===== src/rtl/ins_mem_loader.sv =====
// Streams 32-bit instruction words into a byte-addressed instruction store.
// Each word is written as four big-endian bytes, so byte 0 of the word holds bits 31:24.
module ins_mem_loader #(
    parameter int ADDR_W = 8,
    parameter int CNT_W  = 7
) (
    input  logic              clk,
    input  logic              reset,
    input  logic              start,
    input  logic [ADDR_W-1:0] base_addr,
    input  logic [CNT_W-1:0]  word_count,
    input  logic              in_valid,
    input  logic [31:0]       in_word,
    output logic              in_ready,
    output logic              mem_we,
    output logic [ADDR_W-1:0] mem_addr,
    output logic [7:0]        mem_wdata,
    output logic              busy,
    output logic              done,
    output logic [CNT_W-1:0]  words_loaded
);

    localparam logic [1:0] S_IDLE   = 2'd0;
    localparam logic [1:0] S_ACCEPT = 2'd1;
    localparam logic [1:0] S_WRITE  = 2'd2;
    localparam logic [1:0] S_FINISH = 2'd3;

    // Big-endian byte lane select: index 0 is the most significant byte.
    function automatic logic [7:0] be_byte(input logic [31:0] word, input logic [1:0] idx);
        logic [7:0] b;
        case (idx)
            2'd0:    b = word[31:24];
            2'd1:    b = word[23:16];
            2'd2:    b = word[15:8];
            2'd3:    b = word[7:0];
            default: b = 8'h00;
        endcase
        return b;
    endfunction

    logic [1:0]        state_q,        state_d;
    logic [ADDR_W-1:0] wr_ptr_q,       wr_ptr_d;
    logic [CNT_W-1:0]  remaining_q,    remaining_d;
    logic [CNT_W-1:0]  words_loaded_q, words_loaded_d;
    logic [31:0]       word_buf_q,     word_buf_d;
    logic [1:0]        byte_idx_q,     byte_idx_d;

    logic              in_ready_q,  in_ready_d;
    logic              mem_we_q,    mem_we_d;
    logic [ADDR_W-1:0] mem_addr_q,  mem_addr_d;
    logic [7:0]        mem_wdata_q, mem_wdata_d;
    logic              busy_q,      busy_d;
    logic              done_q,      done_d;

    // Next-state logic for the load sequencer.
    always_comb begin
        state_d        = state_q;
        wr_ptr_d       = wr_ptr_q;
        remaining_d    = remaining_q;
        words_loaded_d = words_loaded_q;
        word_buf_d     = word_buf_q;
        byte_idx_d     = byte_idx_q;
        case (state_q)
            S_IDLE: begin
                if (start) begin
                    words_loaded_d = {CNT_W{1'b0}};
                    if (word_count != {CNT_W{1'b0}}) begin
                        wr_ptr_d    = base_addr;
                        remaining_d = word_count;
                        state_d     = S_ACCEPT;
                    end else begin
                        state_d = S_FINISH;
                    end
                end else begin
                    state_d = S_IDLE;
                end
            end
            S_ACCEPT: begin
                if (in_valid && in_ready_q) begin
                    word_buf_d = in_word;
                    byte_idx_d = 2'd0;
                    state_d    = S_WRITE;
                end else begin
                    state_d = S_ACCEPT;
                end
            end
            S_WRITE: begin
                // The pointer wraps naturally at the top of the store.
                wr_ptr_d   = wr_ptr_q + ADDR_W'(1);
                byte_idx_d = byte_idx_q + 2'd1;
                if (byte_idx_q == 2'd3) begin
                    words_loaded_d = words_loaded_q + CNT_W'(1);
                    remaining_d    = remaining_q - CNT_W'(1);
                    if (remaining_q == CNT_W'(1)) begin
                        state_d = S_FINISH;
                    end else begin
                        state_d = S_ACCEPT;
                    end
                end else begin
                    state_d = S_WRITE;
                end
            end
            S_FINISH: begin
                state_d = S_IDLE;
            end
            default: begin
                state_d = S_IDLE;
            end
        endcase
    end

    // Outputs are decoded from the next state so they can be registered without extra latency.
    always_comb begin
        busy_d     = (state_d != S_IDLE);
        in_ready_d = (state_d == S_ACCEPT);
        done_d     = (state_d == S_FINISH);
        mem_we_d   = (state_d == S_WRITE);
        if (mem_we_d) begin
            mem_addr_d  = wr_ptr_d;
            mem_wdata_d = be_byte(word_buf_d, byte_idx_d);
        end else begin
            mem_addr_d  = {ADDR_W{1'b0}};
            mem_wdata_d = 8'h00;
        end
    end

    // State and output registers with synchronous reset.
    always_ff @(posedge clk) begin
        if (reset) begin
            state_q        <= S_IDLE;
            wr_ptr_q       <= {ADDR_W{1'b0}};
            remaining_q    <= {CNT_W{1'b0}};
            words_loaded_q <= {CNT_W{1'b0}};
            word_buf_q     <= 32'h0000_0000;
            byte_idx_q     <= 2'd0;
            in_ready_q     <= 1'b0;
            mem_we_q       <= 1'b0;
            mem_addr_q     <= {ADDR_W{1'b0}};
            mem_wdata_q    <= 8'h00;
            busy_q         <= 1'b0;
            done_q         <= 1'b0;
        end else begin
            state_q        <= state_d;
            wr_ptr_q       <= wr_ptr_d;
            remaining_q    <= remaining_d;
            words_loaded_q <= words_loaded_d;
            word_buf_q     <= word_buf_d;
            byte_idx_q     <= byte_idx_d;
            in_ready_q     <= in_ready_d;
            mem_we_q       <= mem_we_d;
            mem_addr_q     <= mem_addr_d;
            mem_wdata_q    <= mem_wdata_d;
            busy_q         <= busy_d;
            done_q         <= done_d;
        end
    end

    assign in_ready     = in_ready_q;
    assign mem_we       = mem_we_q;
    assign mem_addr     = mem_addr_q;
    assign mem_wdata    = mem_wdata_q;
    assign busy         = busy_q;
    assign done         = done_q;
    assign words_loaded = words_loaded_q;

endmodule


===== config.mk =====
export PLATFORM = sky130hd
export DESIGN_NAME = ins_mem_loader
export DESIGN_NICKNAME = d
export VERILOG_FILES = /design/src/rtl/ins_mem_loader.sv
export SDC_FILE = /design/constraint.sdc
export NUM_CORES = 1
export LEC_CHECK = 0
export ABC_AREA = 0
export ABC_CLOCK_PERIOD_IN_PS = 1850
export BUFFER_PORTS_ARGS = -buffer_cell sky130_fd_sc_hd__clkbuf_2
export CAP_MARGIN = 20
export CORE_MARGIN = 2
export CORE_UTILIZATION = 45
export CTS_BUF_LIST = sky130_fd_sc_hd__clkbuf_2 sky130_fd_sc_hd__clkbuf_4 sky130_fd_sc_hd__clkbuf_8
export DETAILED_ROUTE_END_ITERATION = 16
export GPL_TIMING_DRIVEN = 1
export PLACE_DENSITY = 0.68
export SYNTH_ARGS = -nofsm -noshare
export SYNTH_HDL_FRONTEND = slang
export SYNTH_SLANG_ARGS = --single-unit

===== constraint.sdc =====
create_clock -name clk -period 1.85 [get_ports clk]
set_input_delay 0.37 -clock clk [delete_from_list [all_inputs] [get_ports clk]]
set_output_delay 0.37 -clock clk [all_outputs]
set_load 0.005 [all_outputs]

==> flow_summary.ini <==
[status]
outcome = finished, violations left
violations = negative setup slack

[global_routing]
met3_usage = 0.0386
busiest_layer = met2
grt_max_degree = 50
grt_util_met1 = 0.346
grt_use_met2 = 0.456
antenna_found_initial = 0
grtUsageTotal = 0.274
grt.overflow.total = 0
grt_pass1_vias = 5139
grt_first_pass_wirelength_mm = 25.3

[clocking]
cts_buffers = 9
cts_sinks = 78
cts_tree = yes
clockBufferDepth = 2
insertion_delay_ns = 0.39
postCtsHoldBufs = 0
htree_levels = 3
clockRootBuffer = clkbuf_8
clkTransAtPathRegs_ns = 0.09

[die]
rows = 37
num_io_pins = 78
dieWidth_um = 108
dieArea_mm2 = 0.0117
core-area_mm2 = 0.0104
start_util = 0.467
die_h_um = 108

[sta]
skew_ns = 0.0169
tightest_slew_ns = 0.494
maxSlewViolCount = 0
tns_ns = -1.25
hold_violations = 0
max_freq_ghz = 0.493
holdWs_ns = 0.229
period_needed_ns = 2.03
setup_violations = 10
worst_slack_ns = -0.180
rsz0062_at_grt = true
slew_headroom = 0.670
period_share = 1.10

[logic_synthesis]
synth_compound_area_frac = 0.238
synth_top_family_by_area = simple AND/OR/NAND/NOR gates
async_flop_share = 0
synth_cells = 642
synth-edff-count = 0
yosys.area_share.simple = 0.283
syn_area_mm2 = 0.00486
muxShareOfSynthArea = 0.0653
ys_types = 56
ys_warn_count = 0
synthXorXnorAreaFrac = 0.00900
synthFlopType = dfxtp_1
synth_top_cell_area_share = 0.321
syn-num-nets = 702
yosys.area.top_type = dfxtp_1
syn_area_per_cell_um2 = 7.58
ys_seq_area_frac = 0.321
ys_top_cells_by_area = dfxtp_1, a21oi_1, nand2_1
ys_seq_elements = 78
synth_fa_ha_area_frac = 0.0231

[drt]
wl_mm = 16.0
vias_per_cell = 6.03
ant_nets = 0
vias = 5483
wl_per_cell_um = 17.6
drc = 0
drtIter0Drc = 408
drt_first_pass_iters = 5

[place]
io_buffers = 77
dp_hpwl_mm = 10.7
globalplace.congestion = 0.863
place_ws_ns = -0.305

[finish]
fin_nets = 829
layout-drive-gt1-share = 0.327
diodes = 0
syn_to_final_growth_pct = 34.6
final_core_util = 0.629
n_fill_cell = 923

[hold_path]
holdPathStages = 3
hold_path.class = input pin to flop

[worst_setup_path]
cp_max_fo = 8
r2r_cells = 7
worstPathRequired_ns = 2.13
rrSetupSlack_ns = -0.18
cpPeakStageDelay_ns = 0.45
crit_type = flop to flop
path_cells = inv_2 -> ha_4 -> a31oi_1 -> a311o_2 -> or4_1 -> o21ai_2 -> nor4_4
critPathSlowestCell = or4_1
crit_arrival_ns = 2.31
critPathLaunchType = flop
endpoint_kind = flop

[run]
maxCapViolations = 0

[power_and_ir_drop]
ir_worst_vdd_v = 0.000395
power.density_mw_per_mm2 = 582
power.leakage_nw = 2.49
power_mw = 3.81
==> layout make-up <==
| type | count | area (um2) | share of cell area |
|---|---|---|---|
| Timing Repair Buffer | 171 | 1240 | 0.189 |
| Multi-Input combinational cell | 499 | 3340 | 0.510 |
| Clock inverter | 4 | 27.5 | 0.00420 |
| Clock buffer | 12 | 159 | 0.0243 |
| Sequential cell | 78 | 1570 | 0.239 |
| Tap cell | 136 | 170 | 0.0260 |
| Inverter | 10 | 42.5 | 0.00650 |
==> registers in the layout (all words and copies together), names as in the netlist <==
name,count
words_loaded,7
mem_we,1
done,1
mem_addr,8
busy,1
remaining_q,7
word_buf_q,32
in_ready,1
mem_wdata,8
state_q,2
wr_ptr_q,8
byte_idx_q,2
==> power breakdown <==
group	switching (mW)	internal, mW
sequential	0.0443	1.72
combinational	0.417	0.347
clock	0.702	0.580
total	1.16	2.65
==> worst paths after layout <==
path,startpoint,endpoint
worst max-delay path,state_q[1]$_SDFF_PP0_,mem_wdata[4]$_SDFF_PP0_
worst max register to register,state_q[1]$_SDFF_PP0_,mem_wdata[4]$_SDFF_PP0_
worst min register to register,word_buf_q[29]$_SDFF_PP0_,word_buf_q[29]$_SDFF_PP0_
worst min-delay path,in_word[16],word_buf_q[16]$_SDFF_PP0_
==> kinds of logic (layout without fill, tap and decap cells) <==
| logic type | after synthesis | after routing |
|---|---|---|
| buffers and inverters | 65 | 197 |
| adder cells (fa/ha/maj) | 9 | 9 |
| AO/OA/AOI/OAI | 188 | 188 |
| AND/OR/NAND/NOR | 266 | 266 |
| XOR/XNOR | 5 | 5 |
| multiplexers | 31 | 31 |
| flip-flops | 78 | 78 |
==> cells in the mapped netlist, types with 2 or more instances <==
| cell | instances |
|---|---|
| o21ai_0 | 22 |
| and3_1 | 19 |
| nor4b_2 | 2 |
| a211o_1 | 9 |
| xnor2_1 | 4 |
| buf_4 | 3 |
| a22oi_1 | 10 |
| and2_1 | 18 |
| nand4_1 | 2 |
| nor4_1 | 9 |
| mux2i_1 | 25 |
| o22ai_1 | 9 |
| inv_1 | 8 |
| a32o_1 | 8 |
| a211oi_1 | 2 |
| nor3_1 | 21 |
| nand3_1 | 27 |
| mux2_2 | 2 |
| a31oi_1 | 9 |
| buf_1 | 2 |
| inv_2 | 2 |
| nand2_1 | 97 |
| buf_2 | 24 |
| a21bo_1 | 2 |
| nor2b_1 | 4 |
| a221o_1 | 3 |
| mux2_1 | 4 |
| a31o_1 | 2 |
| o31ai_1 | 2 |
| a21oi_1 | 82 |
| dfxtp_1 | 78 |
| nand2b_1 | 10 |
| nor2_1 | 24 |
| o21ai_1 | 13 |
| nor3b_1 | 18 |
| clkbuf_1 | 25 |
| o211ai_1 | 5 |
| or4_1 | 9 |
| ha_1 | 9 |
| o32ai_1 | 2 |
==> worst max-delay path, delay by kind of cell, from the launching register on <==
family          cells  cell delay (ns)
fa+ha+maj           1             0.32
buf+inv             1             0.07
simple gates        2             0.50
compound gates      3             0.66
flops               1             0.36
==> per-layer routing <==
metal | routed length [um] | up-vias
li1 | - | 2587
met2 | 7740 | 239
met1 | 6760 | 2603
met3 | 1010 | 54
met5 | 0 | -
met4 | 539 | 0
==> metrics by stage <==
step / cells / cell area, um2
after floorplan: 642 / 4900
after global placement: 884 / 5880
after detailed placement: 884 / 5880
after CTS: 905 / 6310
after global routing: 910 / 6550
final: 910 / 6550
==> timing repair <==
item	4_1_cts	5_1_grt
gates resized for setup	47	43
buffers inserted	5	4
cloned	0	1
pin swaps	6	20
endpoints found under the setup margin	34	26
==> placed cells by master, fill, tap and decap left out, types with 5 or more instances in the layout <==
| cell | n |
|---|---|
| inv_1 | 6 |
| nor3_1 | 21 |
| a32o_1 | 8 |
| clkbuf_2 | 77 |
| nand2_1 | 96 |
| nand2b_1 | 10 |
| nor3b_1 | 14 |
| buf_4 | 70 |
| o211ai_1 | 5 |
| o22ai_1 | 9 |
| nor4_2 | 6 |
| buf_12 | 5 |
| clkbuf_8 | 11 |
| dfxtp_1 | 75 |
| or4_1 | 5 |
| a21oi_1 | 77 |
| mux2i_1 | 24 |
| and2_1 | 15 |
| nand3_1 | 27 |
| o21ai_1 | 11 |
| a31oi_1 | 9 |
| nor2_1 | 23 |
| o21ai_0 | 16 |
| and3_1 | 16 |
| a22oi_1 | 10 |
| ha_1 | 5 |
| o21ai_2 | 6 |
| a21oi_2 | 5 |
| buf_6 | 18 |
| a211o_1 | 7 |
Power figures use the tool's default switching activity.
